<file path="config.mk">
export PLATFORM = sky130hd
export DESIGN_NAME = des_key_sched
export DESIGN_NICKNAME = d
export VERILOG_FILES = /design/src/rtl/des_key_sched.sv
export SDC_FILE = /design/constraint.sdc
export NUM_CORES = 1
export LEC_CHECK = 0
export CAP_MARGIN = 20
export CORE_UTILIZATION = 56
export DETAILED_ROUTE_END_ITERATION = 7
export PLACE_DENSITY = 0.95
export SLEW_MARGIN = 30
export SYNTH_ARGS = -nofsm -noshare
export SYNTH_HDL_FRONTEND = slang
export SYNTH_SLANG_ARGS = --single-unit
export TNS_END_PERCENT = 50
</file>
<file path="constraint.sdc">
create_clock -name clk -period 6.4 [get_ports clk]
set_input_delay 1.28 -clock clk [delete_from_list [all_inputs] [get_ports clk]]
set_output_delay 1.28 -clock clk [all_outputs]
set_load 0.05 [all_outputs]
</file>
<file path="src/rtl/des_key_sched.sv">
// DES key schedule sequencer: PC-1 on the latched key, then 16 rounds of
// C/D rotation, with one PC-2 subkey issued per round over valid/ready.

// PC-1 permutation: output bit 55 holds PC-1 entry 1, key[i] = FIPS bit i.
module pcone (
  input  logic [63:0] i_key,
  output logic [55:0] o_cd
);
  // Parity bits (FIPS 8,16,...,64) take no part in the schedule.
  logic w_unused_parity;
  assign w_unused_parity = ^{i_key[0], i_key[8], i_key[16], i_key[24],
                             i_key[32], i_key[40], i_key[48], i_key[56]};

  assign o_cd = {i_key[57], i_key[49], i_key[41], i_key[33], i_key[25], i_key[17], i_key[9],
                 i_key[1],  i_key[58], i_key[50], i_key[42], i_key[34], i_key[26], i_key[18],
                 i_key[10], i_key[2],  i_key[59], i_key[51], i_key[43], i_key[35], i_key[27],
                 i_key[19], i_key[11], i_key[3],  i_key[60], i_key[52], i_key[44], i_key[36],
                 i_key[63], i_key[55], i_key[47], i_key[39], i_key[31], i_key[23], i_key[15],
                 i_key[7],  i_key[62], i_key[54], i_key[46], i_key[38], i_key[30], i_key[22],
                 i_key[14], i_key[6],  i_key[61], i_key[53], i_key[45], i_key[37], i_key[29],
                 i_key[21], i_key[13], i_key[5],  i_key[28], i_key[20], i_key[12], i_key[4]};
endmodule

module des_key_sched (
  input  logic        clk,
  input  logic        rst,
  input  logic        start,
  input  logic        decrypt,
  input  logic [63:0] key,
  output logic [47:0] subkey,
  output logic        subkey_valid,
  input  logic        subkey_ready,
  output logic [3:0]  round,
  output logic        busy,
  output logic        done
);
  typedef enum logic [1:0] {S_IDLE, S_ISSUE, S_FIN} state_t;

  state_t      r_state;
  state_t      w_next;
  logic [55:0] r_cd;
  logic [3:0]  r_round;
  logic        r_dir;
  logic [55:0] w_pc1;

  pcone u_pcone (
    .i_key (key),
    .o_cd  (w_pc1)
  );

  // Per-round rotation amount; decrypt starts at K16 which needs no rotation.
  function automatic logic [1:0] shift_amt(input logic [3:0] r, input logic d);
    if (r == 4'd0)
      return d ? 2'd0 : 2'd1;
    else if (r == 4'd1 || r == 4'd8 || r == 4'd15)
      return 2'd1;
    else
      return 2'd2;
  endfunction

  function automatic logic [27:0] rot28(input logic [27:0] h, input logic [1:0] n,
                                        input logic d);
    case ({d, n})
      3'b001:  return {h[26:0], h[27]};
      3'b010:  return {h[25:0], h[27:26]};
      3'b101:  return {h[0], h[27:1]};
      3'b110:  return {h[1:0], h[27:2]};
      default: return h;
    endcase
  endfunction

  function automatic logic [55:0] rot_cd(input logic [55:0] cd, input logic [1:0] n,
                                         input logic d);
    return {rot28(cd[55:28], n, d), rot28(cd[27:0], n, d)};
  endfunction

  // State register.
  always_ff @(posedge clk or posedge rst) begin
    if (rst) r_state <= S_IDLE;
    else     r_state <= w_next;
  end

  // Next-state and status outputs decoded from the state register.
  always_comb begin
    w_next       = r_state;
    subkey_valid = 1'b0;
    busy         = 1'b1;
    done         = 1'b0;
    case (r_state)
      S_IDLE: begin
        busy = 1'b0;
        if (start) w_next = S_ISSUE;
      end
      S_ISSUE: begin
        subkey_valid = 1'b1;
        if (subkey_ready && r_round == 4'd15) w_next = S_FIN;
      end
      S_FIN: begin
        done   = 1'b1;
        w_next = S_IDLE;
      end
      default: w_next = S_IDLE;
    endcase
  end

  // C/D halves, round counter and direction; advance only on an accepted subkey.
  always_ff @(posedge clk or posedge rst) begin
    if (rst) begin
      r_cd    <= '0;
      r_round <= '0;
      r_dir   <= 1'b0;
    end else begin
      case (r_state)
        S_IDLE: begin
          if (start) begin
            r_dir   <= decrypt;
            r_cd    <= rot_cd(w_pc1, shift_amt(4'd0, decrypt), decrypt);
            r_round <= '0;
          end
        end
        S_ISSUE: begin
          if (subkey_ready && r_round != 4'd15) begin
            r_cd    <= rot_cd(r_cd, shift_amt(r_round + 4'd1, r_dir), r_dir);
            r_round <= r_round + 4'd1;
          end
        end
        S_FIN:   r_round <= '0;
        default: r_round <= '0;
      endcase
    end
  end

  assign round = r_round;

  // PC-2: entry n selects cd[56-n]; subkey[47] is entry 1.
  assign subkey = {r_cd[56-14], r_cd[56-17], r_cd[56-11], r_cd[56-24], r_cd[56-1],  r_cd[56-5],
                   r_cd[56-3],  r_cd[56-28], r_cd[56-15], r_cd[56-6],  r_cd[56-21], r_cd[56-10],
                   r_cd[56-23], r_cd[56-19], r_cd[56-12], r_cd[56-4],  r_cd[56-26], r_cd[56-8],
                   r_cd[56-16], r_cd[56-7],  r_cd[56-27], r_cd[56-20], r_cd[56-13], r_cd[56-2],
                   r_cd[56-41], r_cd[56-52], r_cd[56-31], r_cd[56-37], r_cd[56-47], r_cd[56-55],
                   r_cd[56-30], r_cd[56-40], r_cd[56-51], r_cd[56-45], r_cd[56-33], r_cd[56-48],
                   r_cd[56-44], r_cd[56-49], r_cd[56-39], r_cd[56-56], r_cd[56-34], r_cd[56-53],
                   r_cd[56-46], r_cd[56-42], r_cd[56-50], r_cd[56-36], r_cd[56-29], r_cd[56-32]};
endmodule

</file>
* Yosys cells after proc, flatten, opt, wreduce, memory -nomap -nowiden
Cells that the tools add are included.
** Word-level totals
- Bits of input ports :: 69
- Output and inout port bits :: 55
- Word-level logic and storage cells :: 59
- Bits in registers :: 63
** Cells by class
- Reductions and logical operators :: 11
- $add $sub $neg :: 1
- Multiplexer cells :: 24
- Equal/unequal tests :: 19
** Operators by type and width (count)
- 28-bit one-hot mux with 4 select lines :: 4
- 56-bit two-way mux :: 2
- 56-bit one-hot mux with 2 select lines :: 1
- 2-bit two-way mux :: 8
- 3-bit equality test (second input constant) :: 4
- 4-bit equality test (second input constant) :: 3
- 4-bit two-way mux :: 2
- 4-bit one-hot mux with 2 select lines :: 1
- 3-bit by 1-bit equality test with 1-bit output (second input constant) :: 2
- 3-bit by 2-bit equality test with 1-bit output (second input constant) :: 2
- 2-bit != test (second input constant) :: 3
- 2-bit AND reduction :: 3
- 1-bit two-way mux :: 5
- 5-bit by 1-bit != test with 1-bit output (second input constant) :: 1
- 4-bit by 1-bit adder with 4-bit output (second input constant) :: 1
- 4-bit by 1-bit equality test with 1-bit output (second input constant) :: 1
- 4-bit zero test :: 1
- 4-bit != test (second input constant) :: 1
- 2-bit one-hot mux with 2 select lines :: 1
- 4-bit AND reduction :: 1
- 2-bit by 1-bit equality test with 1-bit output (second input constant) :: 1
- 2-bit equality test (second input constant) :: 1
- 1-bit logical AND :: 2
- 2-bit zero test :: 1
- 2 further kinds :: 3

* Depth between registers and ports, before layout
Gate-level depths: netlist of the first run.
- Depth in word-level cells :: 12
- Depth in mapped cells :: 9
- Mapped depth without buffers :: 7

* By module
A second synthesis of the first run with hierarchy kept.
** Second synthesis, totals
- Cells, all modules :: 718
- Area total of the unflattened synthesis :: 6064.6 µm²
** Modules (own cells, without submodules)
- des_key_sched :: cells each 662, times used 1, area an instance 5644.2 µm², seq. area each 1576.5 µm²
- pcone :: cells each 56, times used 1, area an instance 420.4 µm², seq. area each 0.0 µm²

* Worst setup path before layout of the first run
No wires, ideal clock.
- Path type :: input-to-reg
- Start point :: input port decrypt
- End point :: register r_cd[0]
- Slack :: 3710 ps
- Buffers on the path :: 2
- Required time :: 6271 ps
- Stages :: 6
- Arrival time :: 2561 ps
- Path through :: buf_2 -> clkbuf_1 -> mux2_2 -> and3_1 -> a21oi_1 -> o31ai_1
** On the way
- Word-level cells in the longest chain between the ends :: 7
- Elaborated cells on any way between the ends :: 10
- Classes of those cells :: eq/ne (4); mux (6)
** RTL lines
- start, declared :: line 28 : input logic decrypt,
- 1-bit two-way mux :: line 54 : return d ? 2'd0 : 2'd1;
- 2-bit two-way mux :: line 115 : if (start) begin
- 2-bit two-way mux :: line 113 : case (r_state)
- 3-bit equality test (tied with other cells) :: line 63 : case ({d, n})
- 28-bit one-hot mux with 4 select lines (*) :: line 63
- 56-bit two-way mux (*) :: line 115
- 56-bit one-hot mux with 2 select lines (*) :: line 113
- end signal, assigned :: line 117 : r_cd <= rot_cd(w_pc1, shift_amt(4'd0, decrypt), decrypt);
- end signal, assigned :: line 123 : r_cd <= rot_cd(r_cd, shift_amt(r_round + 4'd1, r_dir), r_dir);
- end, declared :: line 41 : logic [55:0] r_cd;
Mark *: on every way between the ends. The rest lies on a longest branch, timed or not. The select of a mux whose other input is x is not followed.
A chain may end at the register's enable or synchronous reset.

* Worst setup path in the final report of the first run
- Start point :: register r_state[0]
- End point :: output port busy
** On the way
- Word-level cells in the longest chain between the ends :: 2
** RTL lines
- start, declared :: line 39 : state_t r_state;
- start signal, assigned :: line 80 : else r_state <= w_next;
- 2-bit zero test :: line 89 : case (r_state)
- 1-bit two-way mux :: line 89
- end, declared :: line 34 : output logic busy,
No other way between the ends.

==> impl_metrics.env, run 1 <==
export IMPL_outcome="completed"
export IMPL_worstHoldPathType="register to register"
export IMPL_powerDensity_mw_per_mm2=577
export IMPL_power_internal_mw=1.72
export IMPL_viasPerCell=7.14
export IMPL_n_antenna_cell=0
export IMPL_critical_path_peak_fanout=25
export IMPL_synth_async_sr_flop_share=1.00
export IMPL_ys_flop_type="sky130_fd_sc_hd__dfrtp_1"
export IMPL_grt_pass1_wl_um=26700
export IMPL_power_mw=3.76
export IMPL_drt_antenna_violating_nets=0
export IMPL_synthesis_instances=642
export IMPL_timing_critical_path_to_type="output port"
export IMPL_top_area_cell_type_share_of_the_netlist_area=0.285
export IMPL_timing_critical_path_cells="or2_2 -> clkdlybuf4s50_1"
export IMPL_route_final_wire_length_um=16700
export IMPL_fin_crit_period_ns=3.72
export IMPL_synth_seq_cells=63
export IMPL_synthesis_area_mm2=0.00554
export IMPL_ff2ff_path_depth=8
export IMPL_die_area_mm2=0.0103
export IMPL_vias=5736
export IMPL_p_clk_frac=0.101
export IMPL_fin_tns_setup_ns=0
export IMPL_drc=0
export IMPL_cts_sink_count=63
export IMPL_synthesis_nets=714
export IMPL_synthMuxAreaShare=0.132
export IMPL_grt_max_degree=75
export IMPL_cts_path_max_buffers=2
export IMPL_met3_usage=0.0669
export IMPL_synth_edf_count=0
export IMPL_port_buffers=115
export IMPL_synth_largest_area_cell="sky130_fd_sc_hd__dfrtp_1"
export IMPL_ctsRootBufferMaster="sky130_fd_sc_hd__clkbuf_8"
export IMPL_drive_gt1_frac=0.172
export IMPL_adder_cell_share_of_the_synthesized_area=0.00678
export IMPL_cp_start_kind="register"
export IMPL_gr_max_usage_layer="met2"
export IMPL_timing_setup_critical_path_class="register to output port"
export IMPL_layout_filler_cells=692
export IMPL_share_seq_of_total_power=0.240
export IMPL_final_period_utilization=0.581
export IMPL_timing_clock_skew_ns=0.00960
export IMPL_design_portCount=124
export IMPL_routed_wire_length_per_instance_um=20.8
export IMPL_slowest_delay_ns=0.99
export IMPL_whs_path_depth=1
export IMPL_setup_viol=0
export IMPL_synth_simple_gate_area_frac=0.130
export IMPL_power_switching_fraction=0.541
export IMPL_vdd_ir_drop_worst_mv=0.386
export IMPL_syn2layout_area_growth_pct=17.5
export IMPL_power_frac_comb=0.659
export IMPL_synth_lib_cells_used_distinct=44
export IMPL_synth_xor_area_frac=0
export IMPL_post_synth_most_frequent_cells="sky130_fd_sc_hd__dfrtp_1 (63), sky130_fd_sc_hd__nor2_1 (54), sky130_fd_sc_hd__buf_4 (52), sky130_fd_sc_hd__mux2_2 (49), sky130_fd_sc_hd__o31ai_1 (38)"
export IMPL_cp_data_required_time_ns=5.12
export IMPL_clk_insertion_delay_late_ns=0.34
export IMPL_initial_core_util=0.588
export IMPL_main_combinational_cell_family_by_area_after_synthesis="compound AO/OA/AOI/OAI gates"
export IMPL_avgSynthCellArea_um2=8.63
export IMPL_cts_tree="built"
export IMPL_p_switching_mw=2.03
export IMPL_cts_repair_resize_count=0
export IMPL_static_leakage_nw=2.70
export IMPL_number_of_global_route_vias_before_repair=5511
export IMPL_final_max_slew_violation_count=0
export IMPL_grt_antenna_before_repair=0
export IMPL_timing_critical_path_arrival_ns=2.44
export IMPL_std_cell_rows=35
export IMPL_worst_slew_margin_rel=0.327
export IMPL_synth_compound_gate_area_share=0.324
export IMPL_cap_violations=0
export IMPL_crit_slowest_cell="sky130_fd_sc_hd__dfrtp_1"
export IMPL_cts_post_setup_buffers_inserted=0
export IMPL_synthMostInstantiatedCell="sky130_fd_sc_hd__dfrtp_1"
export IMPL_grt_util_met1=0.414
export IMPL_clk_pin_slew_ns=0.07
export IMPL_grt_total_usage=0.327
export IMPL_grt_overflow_total=0
export IMPL_inserted_clock_buffers=9
export IMPL_routabilityCongestion=0.862
export IMPL_yosysWarnings=0
export IMPL_finalNetCount=741
export IMPL_chipWidth_um=101
export IMPL_ctsHoldBuffers=0
export IMPL_chipHeight_um=101
export IMPL_coreArea_mm2=0.00942
export IMPL_worst_slew_pin_transition_ns=1.01
export IMPL_first_iter_violations=638
export IMPL_achievable_frequency_mhz=269
export IMPL_timing_final_hold_violations=0
export IMPL_clock_tree_htree_level_count=3
export IMPL_grt_setup_unrepaired="no"
export IMPL_detailedPlacementHpwl_um=10200
export IMPL_ys_seq_area_frac=0.285
export IMPL_yosys_top_cells_area="sky130_fd_sc_hd__dfrtp_1 (28%), sky130_fd_sc_hd__mux2_2 (10%), sky130_fd_sc_hd__buf_4 (7.0%)"
export IMPL_firstDrtPassIters=5
export IMPL_grt_use_met2=0.535
-- power by group through the flow --
| stage | registers (mW) | logic [mW] | clock network [mW] |
|---|---|---|---|
| finish | 0.901 | 2.47 | 0.380 |
| global placement | 0.872 | 2.33 | 0 |
| detailed placement | 0.884 | 2.42 | 0 |
| floorplan | 0.814 | 2.01 | 0 |
| global route | 0.922 | 2.63 | 0.396 |
| CTS | 0.879 | 2.44 | 0.377 |
-- final timing paths --
kind,end,slack [ns],startpoint
min reg2reg,r_state[0],0.51,r_state[1]
max,busy,2.68,r_state[0]
min in group asynchronous,r_cd[40],1.50,rst
max reg2reg,r_cd[51],3.31,r_state[0]
min,r_state[0],0.51,r_state[1]
max in group asynchronous,r_cd[35],4.35,rst
-- stage by stage --
stage,area [um2],cells,hold WS [ns],util,worst slack (ns)
6_report,6510,803,0.514,0.691,2.68
5_1_grt,6510,803,0.522,0.691,2.65
4_1_cts,6510,803,0.506,0.691,2.75
3_5_place_dp,6300,787,0.491,0.669,3.10
3_3_place_gp,6300,787,0.475,0.669,3.13
2_1_floorplan,5540,642,0.446,-,3.55
-- registers in the layout, indices dropped and copies added, names as in the netlist --
signal	count
r_state	2
r_cd	56
round	4
r_dir	1
-- worst max-delay path, delay by kind of cell (launching register included) --
kind	cells	cell delay, ns
buffers and inverters	1	0.81
and+or+nand+nor	1	0.29
DFF	1	0.99
-- area by class of cell --
| cell class | count | area, um2 | share of cell area |
|---|---|---|---|
| Inverter | 6 | 22.5 | 0.00346 |
| Clock buffer | 12 | 135 | 0.0208 |
| Timing Repair Buffer | 128 | 1240 | 0.191 |
| Tap cell | 129 | 161 | 0.0248 |
| Multi-Input combinational cell | 461 | 3300 | 0.507 |
| Clock inverter | 4 | 70.1 | 0.0108 |
| Sequential cell | 63 | 1580 | 0.242 |
-- layer usage --
layer	wire length [um]	share of wire
met2	7850	0.47
met4	517	0.031
met3	2130	0.13
met1	6240	0.37
met5	0	0
-- cell families after synthesis --
family,Yosys count
compound gates,239
flops,63
mux,67
simple gates,152
fa+ha+maj,3
buf+inv,118
-- placed cells by master, fill, tap and decap left out, types with 2 or more instances in the layout --
cell type,netlist,final
sky130_fd_sc_hd__a221oi_1,37,37
sky130_fd_sc_hd__clkbuf_1,32,3
sky130_fd_sc_hd__inv_1,6,5
sky130_fd_sc_hd__or3_1,3,3
sky130_fd_sc_hd__ha_1,3,3
sky130_fd_sc_hd__o31ai_1,38,38
sky130_fd_sc_hd__bufinv_16,0,2
sky130_fd_sc_hd__a21oi_1,28,28
sky130_fd_sc_hd__a21o_1,17,16
sky130_fd_sc_hd__clkbuf_8,0,9
sky130_fd_sc_hd__a211oi_1,12,12
sky130_fd_sc_hd__nand2_1,37,37
sky130_fd_sc_hd__and3_1,36,36
sky130_fd_sc_hd__buf_4,52,13
sky130_fd_sc_hd__clkinv_2,0,2
sky130_fd_sc_hd__a31o_2,18,18
sky130_fd_sc_hd__dfrtp_1,63,63
sky130_fd_sc_hd__nor2_2,0,2
sky130_fd_sc_hd__a21oi_2,2,2
sky130_fd_sc_hd__a222oi_1,3,3
sky130_fd_sc_hd__clkdlybuf4s50_1,0,114
sky130_fd_sc_hd__a211oi_2,9,9
sky130_fd_sc_hd__o221ai_1,16,16
sky130_fd_sc_hd__nor2_1,54,52
sky130_fd_sc_hd__nand3_1,14,14
sky130_fd_sc_hd__o211ai_1,14,14
sky130_fd_sc_hd__mux2i_1,18,18
sky130_fd_sc_hd__mux2_2,49,49
sky130_fd_sc_hd__o21ai_0,37,37
No activity file was read; power rests on OpenSTA's default activity.
==> run 2: changes to the inputs <==
- CORE_UTILIZATION: 56 -> 52
- PLACE_DENSITY: 0.95 -> 0.89
- clock period: 6.4 -> 3.7 ns (I/O delays scaled with it)
==> run 2 against run 1 <==
Net effect:
- utilization decreased by 5.2 points
- clock-buffer cell count increased by 1
- register-to-register slack got worse by 2.7 ns
- largest cell class unchanged
- sequential share of layout area decreased by 0.32 points
- critical endpoint is now r_cd[51]
- final cell count increased by 1.5%
- sequential power increased by 73%
- non-clock buffer count increased by 6
- critical path type is now register to register
- routed wire length increased by 5.4%
- via count increased by 0.45%
- die area increased by 7.5%
- worst hold slack got worse by 0.013 ns
==> impl_metrics.env, run 2 (synthesized netlist as in run 1, its figures left out) <==
export IMPL_outcome="completed"
export IMPL_viasPerCell=7.07
export IMPL_finalNetCount=747
export IMPL_route_final_wire_length_um=17600
export IMPL_final_util=0.639
export IMPL_largest_register_ff_count=56
export IMPL_cp_start_kind="register"
export IMPL_grt_pass1_wl_um=28600
export IMPL_critical_path_peak_fanout=26
export IMPL_cts_repair_resize_count=0
export IMPL_port_buffers=115
export IMPL_clk_pin_slew_ns=0.07
export IMPL_syn2layout_area_growth_pct=19.1
export IMPL_cts_path_max_buffers=2
export IMPL_clk_insertion_delay_late_ns=0.35
export IMPL_cts_sink_count=63
export IMPL_ctsRootBufferMaster="sky130_fd_sc_hd__clkbuf_8"
export IMPL_grt_max_degree=58
export IMPL_firstDrtPassIters=7
export IMPL_routabilityCongestion=0.833
export IMPL_std_cell_rows=37
export IMPL_n_antenna_cell=0
export IMPL_worstHoldPathType="register to register"
export IMPL_share_seq_of_total_power=0.236
export IMPL_layout_common_cells="sky130_fd_sc_hd__clkdlybuf4s50_1 (113), sky130_fd_sc_hd__dfrtp_1 (63), sky130_fd_sc_hd__nor2_1 (52)"
export IMPL_achievable_frequency_mhz=321
export IMPL_hold_path_startpoint="r_state[1]"
export IMPL_first_iter_violations=598
export IMPL_die_area_mm2=0.0111
export IMPL_grt_total_usage=0.320
export IMPL_timing_final_hold_violations=0
export IMPL_timing_critical_path_arrival_ns=3.33
export IMPL_setup_viol=0
export IMPL_static_leakage_nw=2.74
export IMPL_power_frac_comb=0.664
export IMPL_number_of_global_route_vias_before_repair=5796
export IMPL_rrSetupSlack_ns=0.58
export IMPL_vias=5762
export IMPL_cts_post_setup_buffers_inserted=0
export IMPL_fin_crit_period_ns=3.12
export IMPL_cts_tree="built"
export IMPL_timing_clock_skew_ns=0.0115
export IMPL_final_period_utilization=0.842
export IMPL_worst_slew_margin_rel=0.353
export IMPL_power_switching_fraction=0.541
export IMPL_worst_hold_path_endpoint="r_state[0]"
export IMPL_clock_tree_htree_level_count=3
export IMPL_chipWidth_um=105
export IMPL_grt_use_met2=0.525
export IMPL_p_clk_frac=0.100
export IMPL_cp_data_required_time_ns=3.91
export IMPL_routed_wire_length_per_instance_um=21.7
export IMPL_worst_slew_pin_transition_ns=0.969
export IMPL_ctsHoldBuffers=0
export IMPL_timing_setup_critical_path_class="register to register"
export IMPL_layout_filler_cells=819
export IMPL_timing_critical_path_to_type="register"
export IMPL_p_switching_mw=3.57
export IMPL_initial_core_util=0.536
export IMPL_final_common_cell="sky130_fd_sc_hd__clkdlybuf4s50_1"
export IMPL_inserted_clock_buffers=9
export IMPL_drc=0
export IMPL_chipHeight_um=105
export IMPL_grt_setup_unrepaired="no"
export IMPL_r2r_start="round[0]"
export IMPL_ff2ff_path_depth=8
export IMPL_cap_violations=0
export IMPL_worst_r2r_endpoint="r_cd[51]"
export IMPL_powerDensity_mw_per_mm2=1000
export IMPL_final_max_slew_violation_count=0
export IMPL_hold_worst_slack_ns=0.500
export IMPL_detailedPlacementHpwl_um=11100
export IMPL_drt_antenna_violating_nets=0
export IMPL_design_portCount=124
export IMPL_power_internal_mw=3.03
export IMPL_coreArea_mm2=0.0103
export IMPL_vdd_ir_drop_worst_mv=0.469
export IMPL_grt_util_met1=0.401
export IMPL_largest_register="r_cd"
export IMPL_drive_gt1_frac=0.183
export IMPL_fin_tns_setup_ns=0
export IMPL_grt_antenna_before_repair=0
export IMPL_met3_usage=0.0543
export IMPL_gr_max_usage_layer="met2"
export IMPL_grt_overflow_total=0
export IMPL_whs_path_depth=1
[run 2: changes by cell type in the layout (fill, tap and decap cells not counted), sizes merged]
cell           previous run  this run
clkdlybuf4s50           114       113
clkbuf                   12        13
bufinv                    2         1
clkinv                    2         0
buf                      14        21
clkinvlp                  0         1
[run 2: worst max-delay path by stage]
stage,from,to,slack (ns)
floorplan,round[1],r_cd[34],1.20
global placement,round[0],r_cd[48],0.86
detailed placement,round[0],r_cd[51],0.66
CTS,round[0],r_cd[51],0.65
global route,round[0],r_cd[51],0.46
finish,round[0],r_cd[51],0.58
[run 2: routing by layer]
layer | part of all wire | vias up
li1 | - | 2470
met1 | 0.37 | 2728
met2 | 0.48 | 480
met3 | 0.11 | 84
met4 | 0.037 | 0
met5 | 0 | -
[run 2: power by group through the flow]
| stage | clock, mW | combinational, mW | sequential [mW] |
|---|---|---|---|
| after floorplan | 0 | 3.47 | 1.41 |
| after global placement | 0 | 4.11 | 1.51 |
| after detailed placement | 0 | 4.29 | 1.53 |
| after CTS | 0.663 | 4.32 | 1.52 |
| after global routing | 0.689 | 4.63 | 1.59 |
| final | 0.663 | 4.38 | 1.56 |
[run 2: through the flow]
step | worst slack (ns) | power (mW) | area [um2] | instances
final | 0.584 | 6.60 | 6600 | 815
after global routing | 0.464 | 6.91 | 6600 | 815
after CTS | 0.647 | 6.50 | 6600 | 815
after detailed placement | 0.657 | 5.83 | 6380 | 800
after global placement | 0.856 | 5.62 | 6380 | 800
after floorplan | 1.20 | 4.88 | 5540 | 642
[run 2: cell type report]
cell class | instances | area [um2] | share of cell area
clock inverter | 2 | 37.5 | 0.00569
tap | 136 | 170 | 0.0258
timing repair buffer | 134 | 1310 | 0.199
clock buffer | 13 | 179 | 0.0271
sequential | 63 | 1580 | 0.239
inverter | 6 | 22.5 | 0.00341
multi-input combinational | 461 | 3300 | 0.500
[run 2: critical path, cell delays in order (launching register included)]
cell and delay (ns):
sky130_fd_sc_hd__dfrtp_1 0.51, sky130_fd_sc_hd__inv_1 0.13, sky130_fd_sc_hd__ha_1 0.23, sky130_fd_sc_hd__a21o_1 0.22, sky130_fd_sc_hd__a21oi_2 0.46, sky130_fd_sc_hd__nand2_1 0.50, sky130_fd_sc_hd__buf_4 0.40, sky130_fd_sc_hd__a222oi_1 0.36
sky130_fd_sc_hd__o211ai_1 0.17
